<file path="src/rtl/mem_copy_engine.sv">
// Block copy / fill engine for the 8-bit x 256 data memory.
// Acts as memory bus initiator while busy; backward copy protects overlapping moves.
module mem_copy_engine #(
  parameter int AW = 8,
  parameter int DW = 8
) (
  input  logic          clk,
  input  logic          Reset,
  input  logic          start,
  input  logic          mode,
  input  logic [AW-1:0] src_addr,
  input  logic [AW-1:0] dst_addr,
  input  logic [AW-1:0] length,
  input  logic [DW-1:0] fill_value,
  output logic          busy,
  output logic          done,
  output logic [AW-1:0] mem_addr,
  output logic [DW-1:0] mem_wdata,
  output logic          mem_we,
  input  logic [DW-1:0] mem_rdata
);

  typedef enum logic [1:0] {IDLE, READ, WRITE, DONE} state_t;

  state_t        state, next_state;
  logic          mode_q;
  logic          step_down;
  logic [DW-1:0] fill_q;
  logic [DW-1:0] buf_q;
  logic [AW-1:0] rd_ptr;
  logic [AW-1:0] wr_ptr;
  logic [AW-1:0] count;
  logic [AW:0]   src_end;
  logic          backward;

  // Overlap test uses an unwrapped end address, so blocks straddling the top copy forward
  assign src_end  = {1'b0, src_addr} + {1'b0, length};
  assign backward = ~mode & (dst_addr > src_addr) & ({1'b0, dst_addr} < src_end);

  always_ff @(posedge clk) begin
    if (Reset) state <= IDLE;
    else       state <= next_state;
  end

  // Bus outputs depend on registered state only; start only steers the next state
  always_comb begin
    next_state = state;
    busy       = 1'b0;
    done       = 1'b0;
    mem_we     = 1'b0;
    mem_addr   = '0;
    mem_wdata  = '0;
    case (state)
      IDLE: begin
        if (start) begin
          if (length == '0) next_state = DONE;
          else if (mode)    next_state = WRITE;
          else              next_state = READ;
        end
      end
      READ: begin
        busy       = 1'b1;
        mem_addr   = rd_ptr;
        next_state = WRITE;
      end
      WRITE: begin
        busy      = 1'b1;
        mem_addr  = wr_ptr;
        mem_we    = 1'b1;
        mem_wdata = mode_q ? fill_q : buf_q;
        if (count == AW'(1)) next_state = DONE;
        else if (mode_q)     next_state = WRITE;
        else                 next_state = READ;
      end
      DONE: begin
        done       = 1'b1;
        next_state = IDLE;
      end
      default: next_state = IDLE;
    endcase
  end

  always_ff @(posedge clk) begin
    if (Reset) begin
      mode_q    <= 1'b0;
      step_down <= 1'b0;
      fill_q    <= '0;
      buf_q     <= '0;
      rd_ptr    <= '0;
      wr_ptr    <= '0;
      count     <= '0;
    end else begin
      case (state)
        IDLE: begin
          if (start) begin
            mode_q    <= mode;
            fill_q    <= fill_value;
            count     <= length;
            step_down <= backward;
            if (backward) begin
              rd_ptr <= src_addr + length - AW'(1);
              wr_ptr <= dst_addr + length - AW'(1);
            end else begin
              rd_ptr <= src_addr;
              wr_ptr <= dst_addr;
            end
          end
        end
        READ: begin
          buf_q  <= mem_rdata;
          rd_ptr <= step_down ? rd_ptr - AW'(1) : rd_ptr + AW'(1);
        end
        WRITE: begin
          wr_ptr <= step_down ? wr_ptr - AW'(1) : wr_ptr + AW'(1);
          count  <= count - AW'(1);
        end
        default: begin
        end
      endcase
    end
  end

endmodule

</file>
<file path="config.mk">
export PLATFORM = sky130hd
export DESIGN_NAME = mem_copy_engine
export DESIGN_NICKNAME = d
export VERILOG_FILES = /design/src/rtl/mem_copy_engine.sv
export SDC_FILE = /design/constraint.sdc
export NUM_CORES = 1
export LEC_CHECK = 0
export CAP_MARGIN = 30
export CORE_MARGIN = 3
export CORE_UTILIZATION = 50
export DETAILED_ROUTE_END_ITERATION = 6
export PLACE_DENSITY_LB_ADDON = 0.25
export SLEW_MARGIN = 25
export SYNTH_ARGS = -nofsm -noshare
export SYNTH_HDL_FRONTEND = slang
export SYNTH_SLANG_ARGS = --single-unit
export TNS_END_PERCENT = 30
</file>
<file path="constraint.sdc">
create_clock -name clk -period 3.2 [get_ports clk]
set_input_delay 0.32 -clock clk [delete_from_list [all_inputs] [get_ports clk]]
set_output_delay 0.32 -clock clk [all_outputs]
set_load 0.02 [all_outputs]
</file>
## Word level (Yosys, flattened, before mapping)

Cells that the tools add are included.

- Flip-flop bits (word level): 44
- Word-level logic and storage cells: 58

- Add/subtract/negate cells: 10
- $lt $le $gt $ge: 2
- Equality and inequality tests: 5
- Mux-type cells: 22
- Bitwise operators: 3
- Reduce and logical (&&, ||, !) cells: 8

Operators by type and width:

| operator | count |
|---|---|
| 8-bit two-way mux | 9 |
| 8-bit one-hot mux with 2 select lines | 4 |
| 8-bit by 1-bit subtractor with 8-bit output, second input constant | 5 |
| 8-bit by 1-bit adder with 8-bit output, second input constant | 2 |
| 8-bit adder | 2 |
| 2-bit two-way mux | 5 |
| 8-bit by 8-bit adder with 9-bit output | 1 |
| 8-bit by 9-bit less-than comparator with 1-bit output | 1 |
| 8-bit by 1-bit == test with 1-bit output, second input constant | 1 |
| 8-bit greater-than comparator | 1 |
| 8-bit logical NOT | 1 |
| 2-bit one-hot mux with 4 select lines | 1 |
| 2-bit AND reduction | 3 |
| 2-bit == test, second input constant | 2 |
| 2-bit nonzero test | 2 |
| 1-bit two-way mux | 3 |
| 1-bit bitwise AND | 2 |
| 2-bit by 1-bit == test with 1-bit output, second input constant | 1 |
| 2-bit logical NOT | 1 |
| 2-bit != test, second input constant | 1 |
| 2-bit OR reduction | 1 |
| 1-bit inverter | 1 |

## Longest topological paths before layout

- Depth in word-level cells: 6
- Depth in mapped cells: 17

## Worst setup path after synthesis

Ideal clock, no wire load.

- Kind: input port to flip-flop
- From: in src_addr[1]
- To: reg wr_ptr[0]
- Arrival time: 3105 ps
- Data required time: 3127 ps
- Slack: 22 ps
- Stages: 16
- Path buffers: 0
- Cells stage by stage: inv_1 ha_1 a21oi_1 nor2_1 nor2_1 nor2_1 o21ai_0 nand2b_1 xnor2_1 ha_1 a2111o_1 a31oi_1 o21ai_0 a31o_4 or4_1 o211ai_2

- Cells in the longest elaborated chain, start to end: 6

Ends and longest elaborated chain:

| what | line | source |
|---|---|---|
| from (decl) | 11 | `input logic [AW-1:0] src_addr,` |
| 8-bit by 8-bit adder with 9-bit output / 8-bit greater-than comparator (equally long branches) | 37, 38 |  |
| 8-bit by 9-bit less-than comparator with 1-bit output / 1-bit bitwise AND (equally long branches) | 38 | `assign backward = ~mode & (dst_addr > src_addr) & ({1'b0, dst_addr} < src_end);` |
| 1-bit bitwise AND (*) | 38 |  |
| 8-bit two-way mux (*) | 100 | `if (backward) begin` |
| 8-bit two-way mux (*) | 95 | `if (start) begin` |
| 8-bit one-hot mux with 2 select lines (*) | 93 | `case (state)` |
| to (signal assigned) | 102 | `wr_ptr <= dst_addr + length - AW'(1);` |
| to (signal assigned) | 105 | `wr_ptr <= dst_addr;` |
| to (signal assigned) | 114 | `wr_ptr <= step_down ? wr_ptr - AW'(1) : wr_ptr + AW'(1);` |
| to (decl) | 31 | `logic [AW-1:0] wr_ptr;` |

Mark *: on every way between the ends. The rest lies on a longest branch, timed or not. The select of a mux whose other input is x is not followed.
A chain may end at the register's enable or synchronous reset.

## Worst setup path in the final report

- From: in src_addr[5]
- To: reg wr_ptr[0]

Same word-level chain as after synthesis.

==> results_dict.tcl <==
set metrics [dict create \
    min_period_ps 3096 \
    clk_latency_ps 300 \
    async_flop_share 0 \
    syn_area_sq_um 4477 \
    outcome "completed" \
    synthesis.nets 698 \
    dr.first_iter.drc_count 403 \
    cts_root_buf "clkbuf_8" \
    htree_levels 2 \
    crit_path_start_kind "input port" \
    seq_area_frac_synth 0.1968 \
    cap_violations 0 \
    dieWidth_microns 100.6 \
    worstSetupPathType "input port to flip-flop" \
    area_growth_pct 30.21 \
    holdWs_ps 464.9 \
    synthCells 582 \
    setup_violations 0 \
    die_h_microns 100.6 \
    critical_path.max_stage_delay_ps 490 \
    synth_area_per_cell_sq_um 7.692 \
    pwr_density_cell_nw_per_um2 420.9 \
    post-route-period-util 0.9674 \
    rsz0062_at_grt "false" \
    antenna_cells 0 \
    drt_first_pass_iters 5 \
    grt_pass1_vias 4559 \
    hold_viol_final 0 \
    cts_tree "yes" \
    crit_chain "clkdlybuf4s50_1 -> inv_1 -> ha_1 -> or2_4 -> a21oi_2 -> a21oi_2 -> xnor2_1 -> ha_2 -> a2111o_1 -> a31oi_1 -> o21ai_1 -> a31o_4 -> or4_4 -> o211ai_2" \
    cts_buffers 5 \
    gp_congestion 0.9528 \
    drtAntennaViolNets 0 \
    placeableCoreArea_sq_um 8464 \
    hpwl_microns 10150 \
    clock_skew_ps 9.100 \
    hold_buffers 0 \
    vias 4594 \
    io_pins 63 \
    synth.area.mux_share 0.06512 \
    avgViaCountPerCell 5.750 \
    wl_met2_microns 6275 \
    crit_path_frequent_cell "a21oi_2" \
    antenna_found_initial 0 \
    pre_cts_ws_ps -660.5 \
    rows 33 \
    grt_use_total 0.2681 \
    nFillCells 682 \
    ys_warn_count 0 \
    worstSetupEndpointType "flip-flop" \
    synth-main-ff-cell "dfxtp_1" \
    worstPathBufferInverterCount 2 \
    fmax_mhz 323.0 \
    synth_fa_ha_area_frac 0.2096 \
    design_area_sq_um 5829 \
    avgRoutedWirePerCell_microns 16.70 \
    dieArea_sq_um 10130 \
    place_area_sq_um 5530 \
    slew_headroom 0.4339 \
    wl_met1_microns 5733 \
    portBuffers 62 \
    final_layout_size_suffix_gt1_frac 0.1686 \
    drc 0 \
    crit_path_top_delay_cell "or4_4" \
    post-route-util 0.6887 \
    ir_worst_vdd_uv 313.6 \
    grt_pass1_wl_microns 22010 \
    maxSlewViolCount 0 \
    synth_xor_area_frac 0.03913 \
    grt_overflow 0 \
    tightest_slew_ps 849.1 \
    required_ps 3420 \
    synth_compound_area_frac 0.2250 \
    grt_max_degree 43 \
    layoutNonFillerInstCount 799 \
    synth_seq_cells 44 \
    highest_layer "met4" \
    fin_ws_ps 104.4 \
    crit_family "compound AO/OA/AOI/OAI gates" \
    synth-simple-area-share 0.1850 \
    wl_met3_microns 807 \
    leakagePower_nw 2.592 \
    synth_top_family_by_area "compound AO/OA/AOI/OAI gates" \
    clock_path_buffers 2 \
    clk_pin_slew_ps 80 \
    arrival_ps 3320 \
    synth-edff-count 0 \
    crit_path_max_fanout 7 \
    wl_microns 13340 \
    initial_core_util 0.5289 \
    ys_types 58 \
    fin_nets 810 \
    hold_class "input port to flip-flop" \
    cts_sinks 44 \
    dp_cells 781 \
]
-- stage by stage --
| step | power [mW] | setup TNS, ps |
|---|---|---|
| after global placement | 1.984 | -8285 |
| after CTS | 2.403 | 0 |
| after detailed placement | 2.031 | -10150 |
| final | 2.454 | 0 |
| after global routing | 2.640 | 0 |
| after floorplan | 1.616 | 0 |
-- synth_stat cells, drive strengths merged, types with 5 or more instances --
master / number / area share
nand2: 46 / 0.039
o211ai: 5 / 0.012
nor2: 61 / 0.051
or4: 6 / 0.011
o21bai: 5 / 0.0084
ha: 67 / 0.19
a22oi: 10 / 0.017
nand2b: 9 / 0.013
o22ai: 7 / 0.0098
clkbuf: 18 / 0.015
inv: 68 / 0.057
xnor2: 16 / 0.031
mux2i: 28 / 0.063
nor2b: 15 / 0.023
fa: 5 / 0.022
nand3: 6 / 0.0067
dfxtp: 44 / 0.20
o21ai: 30 / 0.034
a21o: 5 / 0.0084
a21oi: 51 / 0.057
nor3: 13 / 0.015
a211oi: 11 / 0.020
-- power by group --
group	internal [mW]	switching (mW)
logic	0.612	0.745
clock network	0.148	0.190
registers	0.648	0.111
-- area by class of cell --
type	instances	area (sq um)	share of cell area
Sequential cell	44	880.8	0.1511
Inverter	69	259.0	0.04443
Clock buffer	5	68.82	0.01181
Clock inverter	2	12.51	0.002146
Tap cell	105	131.4	0.02254
Multi-Input combinational cell	448	3373	0.5787
Timing Repair Buffer	126	1104	0.1893
-- logic make-up (layout without fill, tap and decap cells) --
kind of cell,after synthesis,in the layout
AO/OA/AOI/OAI,154,154
XOR/XNOR,20,20
adder cells (fa/ha/maj),72,72
buffers and inverters,90,202
flip-flops,44,44
multiplexers,29,29
AND/OR/NAND/NOR,173,173
-- what timing repair did --
action                     in CTS  in global routing
setup endpoints to repair      17                 17
hold endpoints to repair        0                  0
pin swaps                      14                 16
setup buffers                   9                  2
resized for setup              51                 18
gates cloned                    0                  0
-- path summary, 6_finish.rpt --
kind	startpoint	depth (start not counted)	slack [ps]	to
setup / recovery	src_addr[5]	14	100	wr_ptr[0]
hold / removal	length[1]	4	460	count[1]
setup reg to reg	state[1]	8	740	rd_ptr[2]
hold reg to reg	fill_q[7]	2	470	fill_q[7]
-- state kept, by name (all words and copies together) (netlist names) --
| name | cells |
|---|---|
| rd_ptr | 8 |
| wr_ptr | 8 |
| mode_q | 1 |
| state | 2 |
| step_down | 1 |
| count | 8 |
| fill_q | 8 |
| buf_q | 8 |
-- per-layer routing --
layer	up-vias	global-route usage
met4	0	0.1109
met1	2115	0.3558
met5	-	0
met3	48	0.03806
met2	165	0.4349
li1	2266	-
-- tightest hold or removal path, stage by stage --
cell and delay [ps]:
buf_6 80, buf_6 100, o211ai_1 80, a21oi_1 140
-- cells in the final DEF, fill, tap and decap left out, types with 10 or more instances in the layout --
cell             Yosys  routed
nor2_1              61      61
buf_4                0      59
ha_1                67      58
inv_1               68      57
clkdlybuf4s50_1      0      52
a21oi_1             51      48
nand2_1             46      46
dfxtp_1             44      44
mux2i_1             28      28
o21ai_0             28      26
xnor2_1             16      15
nor2b_1             14      14
nor3_1              13      12
inv_2                0      11
a22oi_1             10      10
a211oi_1            10      10
(Power assumes the default switching activity.)
